### config.mk
export PLATFORM = sky130hd
export DESIGN_NAME = dma_ch_sched
export DESIGN_NICKNAME = d
export VERILOG_FILES = /design/src/rtl/dma_ch_sched.sv
export SDC_FILE = /design/constraint.sdc
export NUM_CORES = 1
export LEC_CHECK = 0
export CAP_MARGIN = 20
export CELL_PAD_IN_SITES_DETAIL_PLACEMENT = 0
export CELL_PAD_IN_SITES_GLOBAL_PLACEMENT = 1
export CORE_UTILIZATION = 35
export DETAILED_ROUTE_END_ITERATION = 6
export PLACE_DENSITY = 0.76
export SETUP_SLACK_MARGIN = 0.2
export SLEW_MARGIN = 10
export SYNTH_ARGS = -nofsm -noshare
export SYNTH_HDL_FRONTEND = slang
export SYNTH_SLANG_ARGS = --single-unit
### constraint.sdc
create_clock -name clk_i -period 1.96 [get_ports clk_i]
set_input_delay 0.392 -clock clk_i [delete_from_list [all_inputs] [get_ports clk_i]]
set_output_delay 0.392 -clock clk_i [all_outputs]
set_load 0.02 [all_outputs]
### src/rtl/dma_ch_sched.sv
// dma_ch_sched: round-robin owner scheduler for the shared DMA engine, with a beat quantum and a one-cycle handoff gap.
module dma_ch_sched #(
  parameter int N_CHANNELS = 4,
  parameter int CHANNEL_W = $clog2(N_CHANNELS),
  parameter int QUANTUM = 16
) (
  input  logic                  clk_i,
  input  logic                  rst_i,
  input  logic [N_CHANNELS-1:0] ch_enable_i,
  input  logic [N_CHANNELS-1:0] req_i,
  input  logic                  beat_i,
  input  logic                  done_i,
  output logic [N_CHANNELS-1:0] gnt_o,
  output logic                  gnt_valid_o,
  output logic [CHANNEL_W-1:0]  gnt_id_o,
  output logic                  yield_o,
  output logic                  busy_o
);
  localparam int CNT_W = $clog2(QUANTUM + 1);
  typedef enum logic [1:0] {IDLE, OWN, RELEASE} state_t;
  state_t state, state_d;
  logic [CHANNEL_W-1:0] owner, owner_d, last, last_d, base, sel, idx;
  logic [CNT_W-1:0] cnt, cnt_d;
  logic [N_CHANNELS-1:0] elig, owner_oh;
  logic found, others, expire;
  always_ff @(posedge clk_i) begin
    if (rst_i) begin
      state <= IDLE;
      owner <= '0;
      last  <= CHANNEL_W'(N_CHANNELS - 1);
      cnt   <= '0;
    end else begin
      state <= state_d;
      owner <= owner_d;
      last  <= last_d;
      cnt   <= cnt_d;
    end
  end
  assign elig     = req_i & ch_enable_i;
  assign owner_oh = N_CHANNELS'(1) << owner;
  // In the handoff cycle the old owner becomes the new pointer immediately.
  assign base     = state == RELEASE ? owner : last;
  assign others   = |(elig & ~owner_oh);
  assign expire   = beat_i && cnt == CNT_W'(QUANTUM - 1);
  always_comb begin
    sel   = base;
    idx   = '0;
    found = 1'b0;
    for (int i = 1; i <= N_CHANNELS; i++) begin
      idx = CHANNEL_W'((int'(base) + i) % N_CHANNELS);
      if (!found && elig[idx]) begin
        sel   = idx;
        found = 1'b1;
      end
    end
  end
  always_comb begin
    state_d = state;
    owner_d = owner;
    last_d  = last;
    cnt_d   = cnt;
    yield_o = 1'b0;
    case (state)
      IDLE: begin
        cnt_d   = '0;
        state_d = found ? OWN : IDLE;
        owner_d = found ? sel : owner;
      end
      OWN: begin
        cnt_d = beat_i ? cnt + CNT_W'(1) : cnt;
        if (done_i || !ch_enable_i[owner]) state_d = RELEASE;
        else if (expire && others) begin
          state_d = RELEASE;
          yield_o = !rst_i;
        end else if (expire) cnt_d = '0;
      end
      RELEASE: begin
        cnt_d   = '0;
        last_d  = owner;
        state_d = found ? OWN : IDLE;
        owner_d = found ? sel : owner;
      end
      default: state_d = IDLE;
    endcase
  end
  assign gnt_o       = state == OWN ? owner_oh : '0;
  assign gnt_valid_o = state == OWN;
  assign gnt_id_o    = state == OWN ? owner : '0;
  assign busy_o      = state != IDLE;
endmodule

* Yosys cells after proc, flatten, opt, wreduce, memory -nomap -nowiden
Cells that the tools add are included.
** Word-level totals
- Flip-flop bits (word level) :: 11
- Input bits :: 12
- Output and inout bits :: 9
- Word-level logic and storage cells :: 72
** Operators by class
- Add/subtract/negate cells :: 5
- Magnitude comparators :: 5
- Eq/ne operators :: 4
- Shift operators :: 1
- Mux-type cells :: 33
- Bitwise logic cells :: 3
- Reductions and logical operators :: 17
** Operators by type and width (count)
- $mux W5 :: 4
- $mux W2 :: 8
- $lt A2 B3 Y1 const B :: 5
- $mux W1 :: 13
- $bmux W1 S2 :: 5
- $pmux W5 S2 :: 1
- $and A4 B4 Y4 :: 2
- $add A5 B1 Y5 const B :: 1
- $eq A5 B4 Y1 const B :: 1
- $logic_and A1 B1 Y1 :: 5
- $logic_not A1 Y1 :: 5
- $add A2 B1 Y2 const B :: 2
- $add A2 B2 Y2 const B :: 2
- $mux W4 :: 1
- $not A4 Y4 :: 1
- $pmux W2 S2 :: 1
- $reduce_bool A2 Y1 :: 2
- $reduce_or A4 Y1 :: 1
- $shl A1 B2 Y4 const A :: 1
- $ne A3 B1 Y1 const B :: 1
- $eq A2 B1 Y1 const B :: 1
- $eq A2 B2 Y1 const B :: 1
- $logic_not A2 Y1 :: 1
- $reduce_and A2 Y1 :: 1
- 2 further kinds :: 2

* Depth between registers and ports, before layout
- Word-level depth :: 17
- Gate-level depth with buffers :: 7
- Depth with buffers taken out :: 7

* Worst setup path before layout
OpenSTA, ideal clock, no wires.
- Path type :: register to output
- From :: register owner[0]
- To :: output yield_o
- Arrival time :: 1.585 ns
- Required time :: 1.568 ns
- Slack :: -0.017 ns
- Stages on the path, launching flop included :: 6
- Buffers on the path :: 2
- Cells stage by stage :: dfxtp_1 -> buf_2 -> buf_4 -> a311oi_1 -> o21bai_1 -> nor3_1
** Between the ends
- Word-level cells in the longest chain between the ends :: 8
- Elaborated cells between the ends (all ways) :: 12
- Those cells by class :: shift (1); mux (5); bitwise (2); reduce/logical (4)
** Ends and longest elaborated chain
- start, declared :: RTL line 22 : logic [CHANNEL_W-1:0] owner, owner_d, last, last_d, base, sel, idx;
- start signal, assigned :: RTL line 34 : owner <= owner_d;
- $shl A1 B2 Y4 :: RTL line 40 : assign owner_oh = N_CHANNELS'(1) << owner;
- $not A4 Y4 :: RTL line 43 : assign others = |(elig & ~owner_oh);
- $and A4 B4 Y4 :: RTL line 43
- $reduce_or A4 Y1 :: RTL line 43
- $logic_and A1 B1 Y1 :: RTL line 72 : else if (expire && others) begin
- $mux W1 :: RTL line 72
- $mux W1 (*) :: RTL line 71 : if (done_i || !ch_enable_i[owner]) state_d = RELEASE;
- $mux W1 (*) :: RTL line 63 : case (state)
- end, declared :: RTL line 16 : output logic yield_o,
Every way passes the cells marked *; elsewhere a longest branch is shown, timed or not. The select of a mux whose other input is x is not followed.

* Worst setup path after layout
- From :: input done_i
- To :: output yield_o
** Between the ends
- Word-level cells in the longest chain between the ends :: 3
** Ends and longest elaborated chain
- start, declared :: RTL line 12 : input logic done_i,
- $logic_or A1 B1 Y1 :: RTL line 71
- $mux W1 :: RTL line 71
- $mux W1 :: RTL line 63
No other way between the ends.

==> flow_metrics.tcl <==
set metrics [dict create \
    seqCellArea_um2 229 \
    vias 981 \
    core_um2 2250 \
    area_delta_synth_final_pct 68.1 \
    hold_viol_final 0 \
    outcome "finished, final reports clean" \
    finalWirelength_um 2450 \
    grt_start_max_net_pins 10 \
    finalNetCount 174 \
    synthFlopType "dfxtp_1" \
    min_from "cnt[4]$_SDFFE_PP0N_" \
    max_slew.worst_pin.slew_ns 0.493 \
    yosysTopAreaCell "dfxtp_1" \
    multiInputGateArea_um2 714 \
    dp_hpwl_um 1850 \
    switching_share 0.351 \
    power.share.sequential 0.348 \
    synth_edf_count 0 \
    power_mw 0.741 \
    grt_setup_unrepaired "true" \
    p_int_mw 0.481 \
    p_per_area_nw_per_um2 516 \
    fp.dieArea_um2 2640 \
    crit_type "in -> out" \
    cts_inserted_buffers 3 \
    max_slew_margin 0.668 \
    path_cells "clkdlybuf4s50_1, or2_0, a2bb2oi_2, nor3_2, buf_4" \
    ys_warn_count 0 \
    finalCritPeriodShare 0.999 \
    fin_skew_ns 0.000664 \
    port_buffers 20 \
    firstDrtPassIters 4 \
    syn-instance-count 108 \
    synth_fp_nets 122 \
    cts-root-buf "clkbuf_4" \
    initial_core_util 0.379 \
    start_kind "input pin" \
    hp-class "reg -> reg" \
    tns_ns 0 \
    crit_arrival_ns 1.57 \
    cellLeakagePower_nw 0.615 \
    crit_start "done_i" \
    hold_slack_ns 0.475 \
    place.gp.congestion 0.735 \
    syn_area_per_cell_um2 7.91 \
    drive_above_1_share 0.447 \
    required_ns 1.57 \
    path_max_fanout 2 \
    h-tree-depth 1 \
    cts.clk_slew.worst_paths_ns 0.08 \
    power.net_switching_mw 0.260 \
    clk_latency_ns 0.27 \
    n_antenna_cell 0 \
    end_kind "output pin" \
    die_width_um 51.4 \
    fillCellCount 218 \
    drc 0 \
    synth_top_area_frac 0.258 \
    slew_viol_final 0 \
    drv_cap 0 \
    dp.cells 178 \
    cts.path.max_buffers 2 \
    synth_area_leaders "dfxtp_1 26%, nand2_1 4.8%, nand2b_1 3.7%, mux2i_2 3.2%, inv_1 3.1%" \
    viasPerCell 5.25 \
    period_minus_slack_ns 1.96 \
    slowest_stage "clkdlybuf4s50_1" \
    grt_overflow 0 \
    drtIter0Drc 16 \
    ant_nets 0 \
    fp.dieH_um 51.4 \
    ir_worst_vdd_uv 286 \
    rows 17 \
    grtUsageTotal 0.210 \
    pwr-share-comb 0.430 \
    setup_violations 0 \
    yosysSeqAreaShare 0.258 \
    numClockSinks 11 \
    tritoncts "built" \
    timing.fmax_ghz 0.510 \
    synthArstFlopShare 0 \
    synth_cell_types 42 \
    r2r_start "cnt[0]$_SDFFE_PP0N_" \
    wl_per_cell_um 13.1 \
    io_pins 21 \
    synth-seq-cells 11 \
    cpPeakStageDelay_ns 0.42 \
    mappedNetlistArea_um2 855 \
    grt_antenna_before_repair 0 \
    grt_pass1_vias 940 \
    grt_pass1_wl_um 4100 \
    clkPwrFrac 0.221 \
    final_cells 187 \
]
-- path summary, 6_finish.rpt --
path	endpoint	slack, ns	cells past startpoint
max	yield_o	0.001	5
min	cnt[4]$_SDFFE_PP0N_	0.47	2
max reg2reg	cnt[3]$_SDFFE_PP0N_	0.10	10
min reg2reg	cnt[4]$_SDFFE_PP0N_	0.47	2
-- sequential cells by signal, summed over array words and instances (netlist names) --
name / flops
cnt: 5
last: 2
owner: 2
state: 2
-- critical path, delay by kind of cell --
| family | cells | cell delay, ns |
|---|---|---|
| buffers and inverters | 2 | 0.58 |
| and+or+nand+nor | 2 | 0.42 |
| AOI/OAI and AO/OA | 1 | 0.17 |
-- cells in the final DEF, fill, tap and decap left out, drive strengths merged, types with 3 or more instances in the layout --
master,instances
nand2b,5
nor2,5
buf,37
mux2i,4
clkdlybuf4s50,3
nand2,11
dfxtp,11
or2,4
nor2b,4
nor3,5
clkbuf,5
dlygate4sd2,5
clkdlybuf4s15,5
and3,4
o21ai,8
and2,3
inv,7
-- final cells by class --
| type | count | area share |
|---|---|---|
| clock buffers | 4 | 0.0183 |
| inverters | 7 | 0.0183 |
| multi-input cells | 86 | 0.497 |
| flip-flops and latches | 11 | 0.159 |
| well taps | 28 | 0.0244 |
| repair buffers | 51 | 0.282 |
-- through the flow --
step,utilization,setup WS [ns],cell area (um^2)
after floorplan,-,0.209,866
after global placement,0.562,-0.601,1270
after detailed placement,0.562,-0.625,1270
after CTS,0.604,-0.0801,1360
after global routing,0.637,-0.0721,1440
final,0.637,0.00100,1440
-- cell usage after synthesis, types with 3 or more instances --
| cell | number |
|---|---|
| and2_1 | 3 |
| and3_1 | 4 |
| dfxtp_1 | 11 |
| inv_1 | 7 |
| nand2_1 | 11 |
| nand2b_1 | 5 |
| nor2_1 | 5 |
| nor2b_1 | 4 |
| nor3_1 | 5 |
| o21ai_0 | 5 |
| o21ai_2 | 3 |
-- power groups by stage --
stage | clock network (mW) | logic, mW | registers, mW
6_report | 0.164 | 0.319 | 0.258
5_1_grt | 0.180 | 0.346 | 0.261
4_1_cts | 0.169 | 0.292 | 0.256
3_5_place_dp | 0 | 0.286 | 0.258
3_3_place_gp | 0 | 0.285 | 0.258
2_1_floorplan | 0 | 0.164 | 0.250
-- timing repair --
action | CTS | global route
hold buffers | 0 | 0
resized for setup | 55 | 22
endpoints found under the hold margin | 0 | 0
endpoints found under the setup margin | 14 | 12
buffers inserted | 2 | 3
pin swaps | 7 | 9
-- cells by family (layout without fill, tap and decap cells) --
| kind of cell | after synthesis | in the layout | synth area share |
|---|---|---|---|
| AO/OA/AOI/OAI | 29 | 29 | 0.261 |
| XOR/XNOR | 2 | 2 | 0.0205 |
| adder cells (fa/ha/maj) | 2 | 2 | 0.0293 |
| buffers and inverters | 11 | 62 | 0.0644 |
| flip-flops | 11 | 11 | 0.258 |
| multiplexers | 5 | 5 | 0.0688 |
| AND/OR/NAND/NOR | 48 | 48 | 0.299 |
-- metal layers --
metal	vias to the layer above	GRT usage	part of all wire
met5	-	0	0
met4	0	0.0946	0.016
met3	4	0.0268	0.030
met2	19	0.342	0.45
met1	461	0.273	0.50
li1	497	-	-
Note: power is estimated with default switching activity, not from simulation.
